===== config.mk =====
export PLATFORM = sky130hd
export DESIGN_NAME = nand_phy_dqs_wr_seq
export DESIGN_NICKNAME = d
export VERILOG_FILES = /design/src/rtl/nand_phy_pkg.sv /design/src/rtl/nand_phy_cyc_timer.sv /design/src/rtl/nand_phy_dqs_wr_seq.sv
export SDC_FILE = /design/constraint.sdc
export NUM_CORES = 1
export LEC_CHECK = 0
export BUFFER_PORTS_ARGS = -buffer_cell sky130_fd_sc_hd__buf_2
export CORE_ASPECT_RATIO = 0.75
export CORE_UTILIZATION = 40
export CTS_CLUSTER_DIAMETER = 150
export DETAILED_ROUTE_END_ITERATION = 10
export PLACE_DENSITY = 0.67
export SLEW_MARGIN = 5
export SYNTH_ARGS = -nofsm -noshare
export SYNTH_HDL_FRONTEND = slang
export SYNTH_SLANG_ARGS = --single-unit

===== constraint.sdc =====
create_clock -name clk0 -period 5.5 [get_ports clk0]
set_input_delay 1.1 -clock clk0 [delete_from_list [all_inputs] [get_ports clk0]]
set_output_delay 1.1 -clock clk0 [all_outputs]
set_load 0.005 [all_outputs]

===== src/rtl/nand_phy_pkg.sv =====
// Shared types and constants for the NV-DDR NAND PHY write sequencer.
package nand_phy_pkg;

  localparam int unsigned CYC_W = 4;

  typedef enum logic [2:0] {
    ST_IDLE,
    ST_PRE,
    ST_BURST,
    ST_POST,
    ST_DONE
  } wr_state_e;

endpackage


===== src/rtl/nand_phy_cyc_timer.sv =====
// Small load/decrement cycle timer with a zero flag, used for both preamble and postamble.
module nand_phy_cyc_timer
  import nand_phy_pkg::*;
(
  input  logic             clk_i,
  input  logic             rst_i,
  input  logic             load_i,
  input  logic [CYC_W-1:0] load_val_i,
  input  logic             dec_i,
  output logic             zero_o
);

  logic [CYC_W-1:0] cnt_q, cnt_d;

  always_comb begin
    cnt_d = cnt_q;
    if (load_i) begin
      cnt_d = load_val_i;
    end else if (dec_i && (cnt_q != '0)) begin
      cnt_d = cnt_q - 1'b1;
    end
  end

  always_ff @(posedge clk_i) begin
    if (rst_i) begin
      cnt_q <= '0;
    end else begin
      cnt_q <= cnt_d;
    end
  end

  assign zero_o = (cnt_q == '0);

endmodule


===== src/rtl/nand_phy_dqs_wr_seq.sv =====
// Write-direction DQS/DQ sequencer: preamble, N toggling beats with underrun pauses, postamble.
module nand_phy_dqs_wr_seq
  import nand_phy_pkg::*;
#(
  parameter int unsigned DQ_WIDTH = 8,
  parameter int unsigned LEN_W    = 16,
  parameter int unsigned PRE_CYC  = 2,
  parameter int unsigned POST_CYC = 2
) (
  input  logic                clk0,
  input  logic                rst0,
  input  logic                cmd_valid,
  input  logic [LEN_W-1:0]    cmd_len,
  output logic                cmd_ready,
  input  logic                wr_valid,
  input  logic [DQ_WIDTH-1:0] wr_rise,
  input  logic [DQ_WIDTH-1:0] wr_fall,
  output logic                wr_ready,
  output logic [DQ_WIDTH-1:0] dq_rise,
  output logic [DQ_WIDTH-1:0] dq_fall,
  output logic                dq_oe_n,
  output logic                dqs_oe_n,
  output logic                dqs_rst_n,
  output logic                burst_done,
  output logic [7:0]          underrun_cnt
);

  wr_state_e        state_q;
  logic [LEN_W-1:0] beats_q;
  logic             accept, hs, last_beat;
  logic             tmr_load, tmr_dec, tmr_zero;
  logic [CYC_W-1:0] tmr_val;

  assign accept    = (state_q == ST_IDLE) && cmd_valid && cmd_ready;
  assign hs        = (state_q == ST_BURST) && wr_valid && wr_ready;
  assign last_beat = hs && (beats_q == LEN_W'(1));

  // One timer serves both phases: loaded on entry to PRE and on the last beat for POST.
  always_comb begin
    tmr_load = 1'b0;
    tmr_val  = '0;
    if (accept) begin
      tmr_load = 1'b1;
      tmr_val  = CYC_W'(PRE_CYC - 1);
    end else if (last_beat) begin
      tmr_load = 1'b1;
      tmr_val  = CYC_W'(POST_CYC - 1);
    end
    tmr_dec = (state_q == ST_PRE) || (state_q == ST_POST);
  end

  nand_phy_cyc_timer u_timer (
    .clk_i      (clk0),
    .rst_i      (rst0),
    .load_i     (tmr_load),
    .load_val_i (tmr_val),
    .dec_i      (tmr_dec),
    .zero_o     (tmr_zero)
  );

  always_ff @(posedge clk0) begin
    if (rst0) begin
      state_q      <= ST_IDLE;
      beats_q      <= '0;
      cmd_ready    <= 1'b0;
      wr_ready     <= 1'b0;
      dq_rise      <= '0;
      dq_fall      <= '0;
      dq_oe_n      <= 1'b1;
      dqs_oe_n     <= 1'b1;
      dqs_rst_n    <= 1'b0;
      burst_done   <= 1'b0;
      underrun_cnt <= '0;
    end else begin
      burst_done <= 1'b0;
      dqs_rst_n  <= 1'b0;
      case (state_q)
        ST_IDLE: begin
          if (accept) begin
            cmd_ready    <= 1'b0;
            underrun_cnt <= '0;
            if (cmd_len == '0) begin
              state_q    <= ST_DONE;
              burst_done <= 1'b1;
            end else begin
              state_q  <= ST_PRE;
              beats_q  <= cmd_len;
              dqs_oe_n <= 1'b0;
              dq_oe_n  <= 1'b0;
            end
          end else begin
            cmd_ready <= 1'b1;
          end
        end
        ST_PRE: begin
          if (tmr_zero) begin
            state_q  <= ST_BURST;
            wr_ready <= 1'b1;
          end
        end
        ST_BURST: begin
          if (hs) begin
            dq_rise   <= wr_rise;
            dq_fall   <= wr_fall;
            dqs_rst_n <= 1'b1;
            beats_q   <= beats_q - LEN_W'(1);
            if (last_beat) begin
              state_q  <= ST_POST;
              wr_ready <= 1'b0;
            end
          end else if (underrun_cnt != '1) begin
            underrun_cnt <= underrun_cnt + 8'd1;
          end
        end
        ST_POST: begin
          if (tmr_zero) begin
            state_q    <= ST_DONE;
            dqs_oe_n   <= 1'b1;
            dq_oe_n    <= 1'b1;
            burst_done <= 1'b1;
          end
        end
        ST_DONE: begin
          state_q   <= ST_IDLE;
          cmd_ready <= 1'b1;
        end
        default: state_q <= ST_IDLE;
      endcase
    end
  end

endmodule


==> results of run 1 <==
cells in the mapped netlist, drive strengths merged (2+ instances only):
master  instances
nand2b          3
inv             7
nand4           3
nor3b           5
and2            3
nand3           7
xor2            4
or2             3
a211o           3
a311o           2
nor3           11
buf             8
dfxtp          52
nand2          57
a31oi           2
nor4            9
clkbuf         14
a21o            4
o21ai          11
nor2           30
a211oi          2
o31ai           3
a21oi          42
xnor2           8
and4            2
ha              4
o31a            2
a22oi           3
o32ai           2
power by group through the flow:
stage	Clock, uW	Combinational, uW	Sequential [uW]
floorplan	0	417	479
global placement	0	488	504
detailed placement	0	488	504
CTS	288	492	496
global route	304	562	510
finish	280	497	497
metal layers:
| layer | wire, um | vias up | track usage (%) |
|---|---|---|---|
| li1 | - | 1223 | - |
| met3 | 393 | 4 | 5.096 |
| met1 | 3166 | 1091 | 29.37 |
| met2 | 2482 | 73 | 28.74 |
| met4 | 58 | 0 | 6.496 |
| met5 | 0 | - | 0 |
metrics by stage:
step	instance area, um^2	util [%]	std cells	hold WS, ns	power (uW)
2_1_floorplan	2557	-	321	0.4527	896.1
5_1_grt	2990	50.04	450	0.4790	1376
3_5_place_dp	2861	47.89	442	0.4443	992.1
4_1_cts	2983	49.92	450	0.4582	1276
6_report	2990	50.04	450	0.4559	1274
3_3_place_gp	2861	47.89	442	0.4385	991.1
logic make-up (layout without fill, tap and decap cells):
group           Yosys count  count (layout)  share of synthesized area [%]
simple gates            141             141                          27.45
fa+ha+maj                 4               4                          1.957
compound gates           83              83                          20.11
xor+xnor                 12              12                          4.110
flops                    52              52                          40.70
buf+inv                  29              80                          5.675
cell type report:
type | count | share of cell area (%)
Clock buffer | 6 | 2.762
Multi-Input combinational cell | 240 | 46.11
Timing Repair Buffer | 65 | 10.88
Tap cell | 78 | 3.264
Clock inverter | 2 | 1.297
Sequential cell | 52 | 34.81
Inverter | 7 | 0.8787
registers in the layout, indices dropped and copies added, names as in the netlist:
register       count
beats_q           16
dq_fall            8
dq_rise            8
underrun_cnt       8
u_timer.cnt_q      4
state_q            3
burst_done         1
cmd_ready          1
dqs_oe_n           1
dqs_rst_n          1
wr_ready           1
worst min path at each step:
stage               startpoint          to  slack, ns  depth (start not counted)
floorplan           dq_fall[0]  dq_fall[0]       0.45                          2
global placement    dq_fall[3]  dq_fall[3]       0.44                          2
detailed placement  dq_rise[6]  dq_rise[6]       0.44                          2
CTS                 dq_rise[6]  dq_rise[6]       0.46                          2
global route        dq_rise[0]  dq_rise[0]       0.48                          2
finish              dq_fall[7]  dq_fall[7]       0.46                          2
worst max-delay path: stages, from the launching register on:
cell and delay, ns:
dfxtp_1 0.55, nor3b_4 0.71, and3_1 0.74, a21oi_4 0.27
o21bai_1 0.26, a211oi_1 0.24
==> impl_metrics.tcl, run 1 <==
set metrics [dict create \
    clkSlewWorstSetupHoldPaths_ns 0.10 \
    r2r_slack_ns 2.64 \
    antenna_found_initial 0 \
    post_drt_via_cell_ratio 5.313 \
    first_pass_iters 4 \
    wl_per_cell_um 13.56 \
    routed_wl_um 6101 \
    crit_path_max_fanout 32 \
    slew_headroom_pct 36.69 \
    clock_skew_ns 0.004620 \
    drive_above_1_share_pct 21.51 \
    final-hold-violation-count 0 \
    critPathArrivalTime_ns 3.09 \
    ir_drop_mv 0.1480 \
    final_cell_mix "buf_2 (65), nand2_1 (57), dfxtp_1 (52), a21oi_1 (41), nor2_1 (28)" \
    synth_top_area_share_pct 40.70 \
    num_io_pins 66 \
    rows 24 \
    yosys-top-cells-area "dfxtp_1 (41%), nand2_1 (8.4%), a21oi_1 (8.0%), nor2_1 (4.1%), xnor2_1 (2.7%)" \
    pwr-share-clk_pct 22.0 \
    fp.dieArea_um2 6721 \
    yosysSeqAreaShare_pct 40.70 \
    r2r_cells 5 \
    fin_tns_setup_ns 0 \
    drc 0 \
    rsz0062_at_grt "false" \
    port_buffers 65 \
    startpoint "state_q[1]" \
    finalSetupViolCount 0 \
    grt_pass1_vias 2252 \
    ys_async_sr_fraction_pct 0 \
    die_h_um 71.25 \
    htree_levels 2 \
    antenna_cells 0 \
    die_x_um 94.33 \
    initial_core_util_pct 42.80 \
    place_ws_ns 2.118 \
    fillers 582 \
    power_switching_share_pct 39.06 \
    yosys_warnings 0 \
    cts_max_path_buffers 2 \
    fin_nets 411 \
    post-cts-setup-buffers 0 \
    period_share_pct 51.94 \
    cellPowerDensity_nw_per_um2 426.0 \
    hold_class "reg -> reg" \
    combinationalPowerShare_pct 39.0 \
    grt_max_degree 42 \
    slew_violations 0 \
    cts_buffers 5 \
    setup_ws_ns 2.644 \
    regArea_um2 1041 \
    core_area_um2 5976 \
    max_freq_ghz 0.3501 \
    maxCapViolCount 0 \
    endpoint_kind "flop" \
    avgSynthCellArea_um2 7.967 \
    yosys_register_bits 52 \
    cts_root_buf "clkbuf_8" \
    reg2reg_to "beats_q[0]" \
    worst_pin_slew_ns 0.9497 \
    r2r-start "state_q[1]" \
    path_class "reg -> reg" \
    synth_edf_count 0 \
    ctsResizeCount 0 \
    crit_required_ns 5.73 \
    cts_num_sinks 52 \
    fin_crit_ns 2.856 \
    insertion_delay_ns 0.31 \
    multi_input_area_um2 1379 \
    ys.flop_type "dfxtp_1" \
    post-dp-hpwl_um 4264 \
    p_seq_share_pct 39.0 \
    grtUsageTotal_pct 20.07 \
    overflow 0 \
    p_sw_uw 497.6 \
    synth_cell_types 52 \
    postSynthCellCount 321 \
    p_leak_uw 0.001176 \
    netlist_area_um2 2557 \
    yosysTopAreaCell "dfxtp_1" \
    cts_hold_buf 0 \
    syn_to_final_growth_pct 16.93 \
    syn_nets 361 \
    final_common_cell "buf_2" \
    cellInternalPower_uw 776.3 \
    num_vias 2391 \
    drtIter0Drc 140 \
    grt_pass1_wl_um 10560 \
    place_congestion 0.8569 \
    status "completed" \
    start_kind "flop" \
    crit_path_end "beats_q[0]" \
    cts_tree "done" \
    ant_nets 0 \
]
No activity file was read; power rests on OpenSTA's default activity.
==> run 2: changes to the inputs <==
PLACE_DENSITY = 0.7   (was 0.67)
clock period = 2.3 ns   (was 5.5 ns; I/O delays follow)
==> run 2 against run 1 <==
Against the previous run:
- combinational power increased to 2.6 times the previous value
- setup slack got worse by 2.4 ns
- flip-flop and latch count did not move
- sequential share of layout area down 0.40 points
- utilization rose by 0.59 points
- critical path depth rose by 2
- clock skew hardly changed
- design area grew 1.2%
- first-iteration DRC count is 5.7% higher
- sequential power up 140%
- register-to-register slack got worse by 2.4 ns
- critical path type unchanged
- highest routed layer unchanged
==> impl_metrics.tcl, run 2 (synthesis results as in run 1) <==
set metrics [dict create \
    combinationalPowerShare_pct 43.3 \
    postLayoutCellArea_um2 3025 \
    place_area_um2 2937 \
    overflow 0 \
    start_kind "flop" \
    cts_hold_buf 0 \
    maxCapViolCount 0 \
    num_io_pins 66 \
    hold_class "in -> reg" \
    endpoint_kind "flop" \
    antenna_cells 0 \
    fin_nets 421 \
    period_share_pct 88.32 \
    pwr-share-clk_pct 17.4 \
    p_seq_share_pct 39.3 \
    cellInternalPower_uw 1776 \
    grt_max_degree 41 \
    routed_wl_um 6104 \
    place_congestion 0.8374 \
    fin_crit_ns 2.031 \
    cts_buffers 5 \
    path_class "reg -> reg" \
    met3WireLength_um 447 \
    p_leak_uw 0.001202 \
    cellPowerDensity_nw_per_um2 982.4 \
    power_switching_share_pct 40.24 \
    cts_root_buf "clkbuf_8" \
    largest_reg_flops 16 \
    initial_core_util_pct 42.80 \
    status "completed" \
    final-hold-violation-count 0 \
    die_h_um 71.25 \
    max_freq_ghz 0.4923 \
    fillers 561 \
    met1_length_um 3033 \
    grt_pass1_wl_um 10100 \
    p_sw_uw 1196 \
    whs_ns 0.3897 \
    cts_num_sinks 52 \
    syn_to_final_growth_pct 18.30 \
    htree_levels 2 \
    worst_pin_slew_ns 0.6034 \
    power_uw 2972 \
    wl_per_cell_um 13.27 \
    ant_nets 0 \
    port_buffers 65 \
    first_pass_iters 4 \
    fin_tns_setup_ns 0 \
    slew_headroom_pct 59.46 \
    post-dp-hpwl_um 4436 \
    core_area_um2 5976 \
    crit_required_ns 2.52 \
    top_layer_used "met4" \
    post-cts-setup-buffers 0 \
    die_x_um 94.33 \
    fp.dieArea_um2 6721 \
    insertion_delay_ns 0.30 \
    critPathArrivalTime_ns 2.25 \
    antenna_found_initial 0 \
    largest-register "beats_q" \
    r2r_slack_ns 0.27 \
    final_common_cell "buf_2" \
    clock_skew_ns 0.005079 \
    crit_path_max_fanout 4 \
    drive_above_1_share_pct 23.30 \
    cts_max_path_buffers 2 \
    drc 0 \
    drtIter0Drc 148 \
    met2_length_um 2592 \
    cts_tree "done" \
    multi_input_area_um2 1371 \
    final_cell_mix "buf_2 (65), nand2_1 (57), dfxtp_1 (52), a21oi_1 (41), nor2_1 (28)" \
    ir_drop_mv 0.3519 \
    clkSlewWorstSetupHoldPaths_ns 0.09 \
    regArea_um2 1041 \
    post_drt_via_cell_ratio 5.337 \
    rows 24 \
    slew_violations 0 \
    grt_pass1_vias 2223 \
    finalSetupViolCount 0 \
    ctsResizeCount 0 \
    rsz0062_at_grt "false" \
    num_vias 2455 \
    grtUsageTotal_pct 18.80 \
]
==> run 2: stage by stage <==
step,cells,setup slack (ns),utilization (%)
after global routing,460,0.08462,50.63
after CTS,460,0.3004,50.63
final,460,0.2687,50.63
after global placement,452,0.2649,49.14
after detailed placement,452,0.2233,49.14
after floorplan,321,0.5420,-
==> run 2: per-layer routing <==
metal,vias to the layer above,GRT usage (%)
met5,-,0
met4,0,3.932
met3,4,5.202
met2,81,28.42
met1,1119,26.81
li1,1251,-
==> run 2: final cells by class <==
cell class	instances	share of cell area [%]
multi-input combinational	240	45.33
timing repair buffer	75	13.23
sequential	52	34.41
clock buffer	6	2.399
clock inverter	2	0.5376
tap	78	3.226
inverter	7	0.8685
==> run 2: worst paths after layout <==
kind	startpoint	to	depth (start not counted)
max	beats_q[0]	beats_q[10]	7
min	wr_fall[4]	dq_fall[4]	3
max reg2reg	beats_q[0]	beats_q[10]	7
min reg2reg	dq_rise[7]	dq_rise[7]	2
==> run 2: critical path, cell delays in order (launching register included) <==
cell and delay (ns):
dfxtp_1 0.35, inv_1 0.10, ha_1 0.21, nor3b_1 0.47, nand4b_1 0.19, xor2_1 0.18, a211o_1 0.29, a21oi_1 0.17
==> run 2: power by group through the flow <==
stage                     sequential [uW]  clock [uW]  combinational [uW]
after floorplan                      1150           0                 997
after global placement               1180           0                1250
after detailed placement             1180           0                1260
after CTS                            1170         535                1270
after global routing                 1190         575                1430
final                                1170         518                1290
